<file path="src/rtl/wb_pkg.sv">
// Wishbone bus constants shared by the arbiter, the address decoder and future bus blocks.
package wb_pkg;

  localparam int WB_AW = 30;
  localparam int WB_DW = 32;
  localparam int WB_SW = WB_DW / 8;

  typedef enum logic {
    ARB_IDLE    = 1'b0,
    ARB_GRANTED = 1'b1
  } arb_state_t;

  function automatic int clog2(input int value);
    int r;
    r = 0;
    while ((1 << r) < value) r++;
    return r;
  endfunction

endpackage

</file>
<file path="src/rtl/wb_arb_rr_pick.sv">
// Combinational round-robin picker: first set request scanning last+1, last+2, ... modulo N.
module rr_pick
  import wb_pkg::*;
#(
  parameter  int N  = 2,
  localparam int IW = (N > 1) ? clog2(N) : 1
) (
  input  logic [N-1:0]  req,
  input  logic [IW-1:0] last,
  output logic [N-1:0]  pick,
  output logic [IW-1:0] idx,
  output logic          any
);

  always_comb begin
    logic [IW-1:0] cand;
    pick = '0;
    idx  = '0;
    any  = |req;
    cand = '0;
    // Scan from the farthest candidate down so the nearest one after last wins.
    for (int o = N; o >= 1; o--) begin
      cand = IW'((int'(last) + o) % N);
      if (req[cand]) begin
        pick       = '0;
        pick[cand] = 1'b1;
        idx        = cand;
      end
    end
  end

endmodule

</file>
<file path="src/rtl/wb_arb.sv">
// Round-robin Wishbone arbiter: NM initiators share one downstream bus, with an ack watchdog.
module wb_arb
  import wb_pkg::*;
#(
  parameter  int NM      = 2,
  parameter  int AW      = WB_AW,
  parameter  int DW      = WB_DW,
  parameter  int TIMEOUT = 255,
  localparam int SW      = DW / 8,
  localparam int IW      = (NM > 1) ? clog2(NM) : 1,
  localparam int WW      = (TIMEOUT > 0) ? clog2(TIMEOUT + 1) : 1
) (
  input  logic             clk_i,
  input  logic             rst_i,
  input  logic [NM-1:0]    m_cyc_i,
  input  logic [NM-1:0]    m_stb_i,
  input  logic [NM-1:0]    m_we_i,
  input  logic [NM*AW-1:0] m_adr_i,
  input  logic [NM*SW-1:0] m_sel_i,
  input  logic [NM*DW-1:0] m_dat_i,
  output logic [NM-1:0]    m_ack_o,
  output logic [NM-1:0]    m_err_o,
  output logic [DW-1:0]    m_dat_o,
  output logic             s_cyc_o,
  output logic             s_stb_o,
  output logic             s_we_o,
  output logic [AW-1:0]    s_adr_o,
  output logic [SW-1:0]    s_sel_o,
  output logic [DW-1:0]    s_dat_o,
  input  logic             s_ack_i,
  input  logic [DW-1:0]    s_dat_i
);

  // Handshake: a beat is offered while cyc & stb are high and completes in the cycle ack (or
  // err) is high; cyc held across beats keeps ownership, and a slave never acks once stb falls.

  arb_state_t    state, state_n;
  logic [NM-1:0] gnt, gnt_n;
  logic [IW-1:0] last, last_n;
  logic [WW-1:0] wdt, wdt_n;
  logic [NM-1:0] pick;
  logic [IW-1:0] pick_idx;
  logic          pick_any;
  logic          busy;
  logic          stb_g;
  logic          err_now;

  rr_pick #(.N(NM)) u_pick (
    .req  (m_cyc_i),
    .last (last),
    .pick (pick),
    .idx  (pick_idx),
    .any  (pick_any)
  );

  always_ff @(posedge clk_i or posedge rst_i) begin
    if (rst_i) begin
      state <= ARB_IDLE;
      gnt   <= '0;
      last  <= IW'(NM - 1);
      wdt   <= '0;
    end else begin
      state <= state_n;
      gnt   <= gnt_n;
      last  <= last_n;
      wdt   <= wdt_n;
    end
  end

  assign busy = (state == ARB_GRANTED);

  // Muxes are AND-OR over gnt so the downstream goes quiet as soon as reset clears the grant.
  always_comb begin
    s_cyc_o = 1'b0;
    stb_g   = 1'b0;
    s_we_o  = 1'b0;
    s_adr_o = '0;
    s_sel_o = '0;
    s_dat_o = '0;
    for (int k = 0; k < NM; k++) begin
      if (gnt[k]) begin
        s_cyc_o = m_cyc_i[k];
        stb_g   = m_stb_i[k];
        s_we_o  = m_we_i[k];
        s_adr_o = m_adr_i[k*AW +: AW];
        s_sel_o = m_sel_i[k*SW +: SW];
        s_dat_o = m_dat_i[k*DW +: DW];
      end
    end
  end

  // An ack in the limit cycle wins over the watchdog.
  assign err_now = (TIMEOUT > 0) && (wdt == WW'(TIMEOUT)) && !s_ack_i;
  assign s_stb_o = stb_g & ~err_now;
  assign m_ack_o = {NM{s_ack_i}} & gnt & m_stb_i;
  assign m_err_o = {NM{err_now}} & gnt;
  assign m_dat_o = s_dat_i;

  always_comb begin
    wdt_n = wdt + WW'(1);
    if (TIMEOUT == 0 || !busy || !stb_g || s_ack_i || err_now) wdt_n = '0;
  end

  always_comb begin
    state_n = state;
    gnt_n   = gnt;
    last_n  = last;
    case (state)
      ARB_IDLE: begin
        if (pick_any) begin
          state_n = ARB_GRANTED;
          gnt_n   = pick;
          last_n  = pick_idx;
        end
      end
      ARB_GRANTED: begin
        if (!m_cyc_i[last]) begin
          state_n = ARB_IDLE;
          gnt_n   = '0;
        end
      end
      default: begin
        state_n = ARB_IDLE;
        gnt_n   = '0;
      end
    endcase
  end

endmodule

</file>
<file path="config.mk">
export PLATFORM = sky130hd
export DESIGN_NAME = wb_arb
export DESIGN_NICKNAME = d
export VERILOG_FILES = /design/src/rtl/wb_pkg.sv /design/src/rtl/wb_arb_rr_pick.sv /design/src/rtl/wb_arb.sv
export SDC_FILE = /design/constraint.sdc
export NUM_CORES = 1
export LEC_CHECK = 0
export CORE_AREA = 4 4 105 107
export DETAILED_ROUTE_END_ITERATION = 10
export DIE_AREA = 0 0 109 111
export GPL_TIMING_DRIVEN = 0
export SLEW_MARGIN = 20
export SYNTH_ARGS = -nofsm -noshare
export SYNTH_HDL_FRONTEND = slang
export SYNTH_SLANG_ARGS = --single-unit
</file>
<file path="constraint.sdc">
create_clock -name clk_i -period 3.3 [get_ports clk_i]
set_input_delay 0.495 -clock clk_i [delete_from_list [all_inputs] [get_ports clk_i]]
set_output_delay 0.495 -clock clk_i [all_outputs]
set_load 0.1 [all_outputs]
</file>
# Word level (Yosys, flattened, before mapping)
# Index checks and enable logic that the tools add are counted.
# W data, S select, Z words.
dict set report word_totals {
  register_bits 12
  out_inout_bits 105
  in_bits 173
  word_cells 66
}
dict set report op_classes {
  n_bitwise 6
  n_lt_le_gt_ge 5
  eq_ne 3
  addsub 3
  n_reduce_logical 12
  muxes 33
}
# cell n
set op_table {}
lappend op_table {{$mux W32} 2}
lappend op_table {{$mux W30} 2}
lappend op_table {{$mux W1} 18}
lappend op_table {{$add A8 B1 Y8 const B} 1}
lappend op_table {{$eq A8 B8 Y1 const B} 1}
lappend op_table {{$mux W2} 4}
lappend op_table {{$mux W4} 2}
lappend op_table {{$mux W8} 1}
lappend op_table {{$and A2 B2 Y2} 3}
lappend op_table {{$lt A1 B2 Y1 const B} 3}
lappend op_table {{$ne A2 B2 Y1 const B} 2}
lappend op_table {{$pmux W2 S2} 1}
lappend op_table {{$reduce_and A2 Y1} 2}
lappend op_table {{$logic_and A1 B1 Y1} 3}
lappend op_table {{$logic_not A1 Y1} 3}
lappend op_table {{$logic_or A1 B1 Y1} 3}
lappend op_table {{$add A1 B1 Y1 const B} 2}
lappend op_table {{$demux W1 S1} 2}
lappend op_table {{$ge A1 B1 Y1 const B} 2}
lappend op_table {{$not A1 Y1} 2}
lappend op_table {{$pmux W1 S2} 1}
lappend op_table {{$reduce_or A2 Y1} 1}
lappend op_table {{$and A1 B1 Y1} 1}

# Logic depth before layout (Yosys ltp)
dict set report logic_depth {
  word_depth 9
  ltp_mapped 5
  depth_no_buf 4
}

# Modules after synthesis
# Synthesis repeated with hierarchy kept, for this count alone.
dict set report unflattened {
  cells_unflattened 183
  area_unflattened_um2 1619.1
}
# module seq_area_each_um2 cells_per_inst n_inst area_per_inst_um2
set by_module_without_submodules {}
lappend by_module_without_submodules {wb_arb 301.5 178 1 1586.5}
lappend by_module_without_submodules {rr_pick 0.0 5 1 32.5}

# Least setup slack after synthesis
# OpenSTA, ideal clock, no wires.
dict set report synth_timing {
  path_type {register to output}
  start {reg gnt[1]}
  end {out s_adr_o[27]}
  stages_incl_launch_ff 4
  slack_ps -13
  n_path_buf 2
  t_required_ps 2805
  arrival_time_ps 2818
  path_cell_list {dfrtp_1 > buf_2 > buf_2 > o21ai_0}
}
dict set report synth_between {
  elab_chain_cells 1
}
# item line_no
set synth_rtl {}
lappend synth_rtl {{start, declared} wb_arb.sv:38} ;# logic [NM-1:0] gnt, gnt_n;
lappend synth_rtl {{start signal, assigned} wb_arb.sv:64} ;# gnt <= gnt_n;
lappend synth_rtl {{$mux W30} wb_arb.sv:81} ;# if (gnt[k]) begin
lappend synth_rtl {{end, declared} wb_arb.sv:27} ;# output logic [AW-1:0] s_adr_o,
# Every way passes these cells.

# Worst setup path in the final report
dict set report layout_timing {
  start {reg gnt[0]}
  end {out s_sel_o[2]}
}
dict set report layout_between {
  elab_chain_cells 2
}
# item line_no
set layout_rtl {}
lappend layout_rtl {{$mux W4 (2 in a row)} wb_arb.sv:81}
lappend layout_rtl {{end, declared} wb_arb.sv:28} ;# output logic [SW-1:0] s_sel_o,
# Every way passes these cells.

==> metrics.txt <==
# TYPE chip_impl_metric gauge
chip_impl_metric{name="die_width",unit="um"} 109
chip_impl_metric{name="synth-edff-count",unit=""} 0
chip_impl_metric{name="grt_pass1_vias",unit=""} 2623
chip_impl_metric{name="estimated_wirelength_of_the_detail_placed_design",unit="mm"} 9.55
chip_impl_metric{name="syn_nets",unit=""} 357
chip_impl_metric{name="fill_cells",unit=""} 987
chip_impl_metric{name="htreeDepth",unit=""} 1
chip_impl_metric{name="postCtsSetupBuffers",unit=""} 0
chip_impl_metric{name="io_pins",unit=""} 278
chip_impl_metric{name="antenna_left",unit=""} 0
chip_impl_metric{name="number_of_warnings_reported_in_the_yosys_synthesis_log",unit=""} 0
chip_impl_metric{name="grt_antenna_before_repair",unit=""} 0
chip_impl_metric{name="drtIter0Drc",unit=""} 74
chip_impl_metric{name="timing.slew.headroom",unit="%"} 27.6
chip_impl_metric{name="floorplan.initialDensity",unit="%"} 15.8
chip_impl_metric{name="wire_per_inst",unit="um"} 19.4
chip_impl_metric{name="whs",unit="ps"} 496
chip_impl_metric{name="placeable_core_area",unit="um2"} 10100
chip_impl_metric{name="cts_hold_buffers",unit=""} 0
chip_impl_metric{name="worst-slew-pin-transition",unit="ps"} 1080
chip_impl_metric{name="final_critical_path_setup_slack",unit="ps"} 171
chip_impl_metric{name="die_height",unit="um"} 111
chip_impl_info{name="setup.worst_path.start_class",value="flop"} 1
chip_impl_metric{name="synth-async-reset-ratio",unit="%"} 100
chip_impl_metric{name="mean_syn_cell_area",unit="um2"} 8.74
chip_impl_info{name="timing_startpoint_of_the_critical_path",value="gnt[0]"} 1
chip_impl_info{name="rr_startpoint",value="wdt[0]"} 1
chip_impl_metric{name="final_nets",unit=""} 607
chip_impl_metric{name="post-route-min-period",unit="ps"} 3130
chip_impl_metric{name="clock_sink_count",unit=""} 12
chip_impl_metric{name="postLayoutCellArea",unit="um2"} 4270
chip_impl_info{name="clockRootBuffer",value="clkbuf_8"} 1
chip_impl_metric{name="critical_path_maximum_fanout",unit=""} 10
chip_impl_metric{name="cts-buffers-inserted",unit=""} 3
chip_impl_metric{name="post-route-period-util",unit="%"} 94.8
chip_impl_metric{name="max-clock-path-buffers",unit=""} 2
chip_impl_info{name="synth_top_cells_by_area",value="a22o_1 37%, dfrtp_1 17%, buf_4 17%, buf_2 3.4%, dfstp_2 1.6%"} 1
chip_impl_metric{name="avgViaCountPerCell",unit=""} 4.29
chip_impl_metric{name="achievable-frequency",unit="GHz"} 0.320
chip_impl_metric{name="areaGrowthSynthToFinish",unit="%"} 167
chip_impl_metric{name="power.total",unit="W"} 0.00431
chip_impl_metric{name="maximum_capacitance_violations",unit=""} 0
chip_impl_metric{name="grt_usage",unit="%"} 16.6
chip_impl_info{name="synth_top_flop_cell",value="dfrtp_1"} 1
chip_impl_metric{name="clkLatencyLatePin",unit="ps"} 240
chip_impl_metric{name="synth-seq-cells",unit=""} 12
chip_impl_metric{name="tns",unit="ps"} 0
chip_impl_metric{name="grt_start_max_net_pins",unit=""} 13
chip_impl_metric{name="hold_viol_final",unit=""} 0
chip_impl_metric{name="grt_pass1_wl",unit="mm"} 15.3
chip_impl_info{name="status",value="complete, no violations"} 1
chip_impl_metric{name="leakage",unit="nW"} 1.75
chip_impl_metric{name="power_density",unit="nW/um2"} 1010
chip_impl_metric{name="drt_drc_violations_left",unit=""} 0
chip_impl_metric{name="multi_input_comb_area",unit="um2"} 961
chip_impl_metric{name="syn_inst",unit=""} 183
chip_impl_info{name="tritoncts",value="built"} 1
chip_impl_metric{name="synth_largest_type_area_fraction",unit="%"} 36.7
chip_impl_metric{name="slew_violations",unit=""} 0
chip_impl_metric{name="ff2ff_setup_slack",unit="ps"} 1960
chip_impl_metric{name="first_pass_iters",unit=""} 4
chip_impl_metric{name="post_cts_resized",unit=""} 0
chip_impl_metric{name="cp_data_required_time",unit="ps"} 2800
chip_impl_metric{name="clock-skew-final",unit="ps"} 9.68
chip_impl_info{name="rsz0062_at_grt",value="no"} 1
chip_impl_metric{name="detail_route.wirelength",unit="mm"} 11.0
chip_impl_metric{name="synth_area",unit="um2"} 1600
chip_impl_metric{name="dieArea",unit="um2"} 12100
chip_impl_info{name="worstHoldPathType",value="reg2reg"} 1
chip_impl_metric{name="number_of_input_and_output_port_buffers_inserted",unit=""} 245
chip_impl_metric{name="drive_gt1_share",unit="%"} 14.6
chip_impl_metric{name="final_estimated_routing_congestion_in_global_placement",unit=""} 0.799
chip_impl_metric{name="floorplan.rows",unit=""} 37
chip_impl_metric{name="yosysSeqAreaShare",unit="%"} 18.9
chip_impl_metric{name="placed_standard_cell_area",unit="um2"} 4220
chip_impl_info{name="crit_path_end_kind",value="primary output"} 1
chip_impl_metric{name="setup_viol",unit=""} 0
chip_impl_info{name="synth.top_cells.by_count",value="67 x a22o_1, 36 x buf_4, 11 x buf_2, 11 x dfrtp_1, 5 x nor2_1"} 1
chip_impl_metric{name="worst_case_vdd_ir_drop",unit="uV"} 517
chip_impl_metric{name="clk_pin_slew",unit="ps"} 60
chip_impl_metric{name="cp.arrival",unit="ps"} 2630
chip_impl_metric{name="place_worst_setup_slack",unit="ps"} 146
chip_impl_info{name="synthMostInstantiatedCell",value="a22o_1"} 1
chip_impl_metric{name="register_area",unit="um2"} 302
chip_impl_metric{name="yosys.cell_types.count",unit=""} 40
chip_impl_metric{name="globalRoute.totalOverflow",unit=""} 0
chip_impl_info{name="synth_top_area_cell",value="a22o_1"} 1
chip_impl_info{name="hold_start",value="wdt[0]"} 1
chip_impl_info{name="criticalPathCategory",value="reg2out"} 1
chip_impl_metric{name="total_vias_in_the_final_route",unit=""} 2435
chip_impl_metric{name="insertedDiodeCount",unit=""} 0
==> sequential cells by signal (all words and copies together) (netlist names) <==
register  flops
last          1
gnt           2
wdt           8
busy          1
==> final cells by class <==
cell class	instances	area share [%]
Clock buffer	4	1.05
Timing Repair Buffer	245	57.5
Tap cell	136	3.98
Buffer	47	7.62
Multi-Input combinational cell	121	22.5
Inverter	3	0.264
Sequential cell	12	7.06
==> cells in the final DEF (no fill, tap or decap), types with 2 or more instances in the layout <==
master and instances:
clkdlybuf4s50_1 243, o21ai_0 3, and2_1 2, a22o_1 67, mux2i_1 2, inv_1 2
dfrtp_1 11, xnor2_1 2, clkbuf_8 3, nor3_1 4, nor2_1 5, buf_4 36
nand2_1 4, nand3_1 2, and3_1 2, dlymetal6s2s_1 2, buf_2 11, a21oi_1 4
==> metal layers <==
layer	global-route usage [%]	part of all wire (%)
met5	0	0
met4	0.926	0.23
met3	10.4	16
met2	29.2	49
met1	17.3	34
==> worst paths after layout <==
kind	to	cells past startpoint
min in group asynchronous	wdt[3]	2
worst max register to register	wdt[1]	4
max in group asynchronous	last	2
worst max-delay path	s_sel_o[2]	6
worst min-delay path	wdt[0]	1
worst min register to register	wdt[0]	1
==> worst max-delay path, stage by stage, from the launching register on <==
cell	delay (ps)
dfrtp_1	410
inv_2	60
nor2_2	190
buf_4	210
buf_4	190
a22o_1	140
clkdlybuf4s50_1	1200
==> cell families after synthesis <==
| logic type | count (synthesis) | synth area share, % |
|---|---|---|
| compound gates | 81 | 42.7 |
| xor+xnor | 3 | 1.64 |
| fa+ha+maj | 1 | 0.782 |
| buf+inv | 50 | 21.0 |
| flops | 12 | 18.9 |
| mux | 3 | 1.96 |
| simple gates | 33 | 13.0 |
==> where the power goes <==
group	switching, W	internal (W)	leakage [nW]	total [W]
logic	0.00298	0.000990	1.57	0.00397
clock network	0.0000539	0.0000849	0.0228	0.000139
registers	0.0000261	0.000173	0.159	0.000199
total	0.00306	0.00125	1.75	0.00431
==> per-stage QoR <==
step	instances	utilization [%]
final	568	42.1
after CTS	568	42.1
after global routing	568	42.1
after global placement	564	41.6
after floorplan	183	-
after detailed placement	564	41.6
Power figures use the tool's default switching activity.
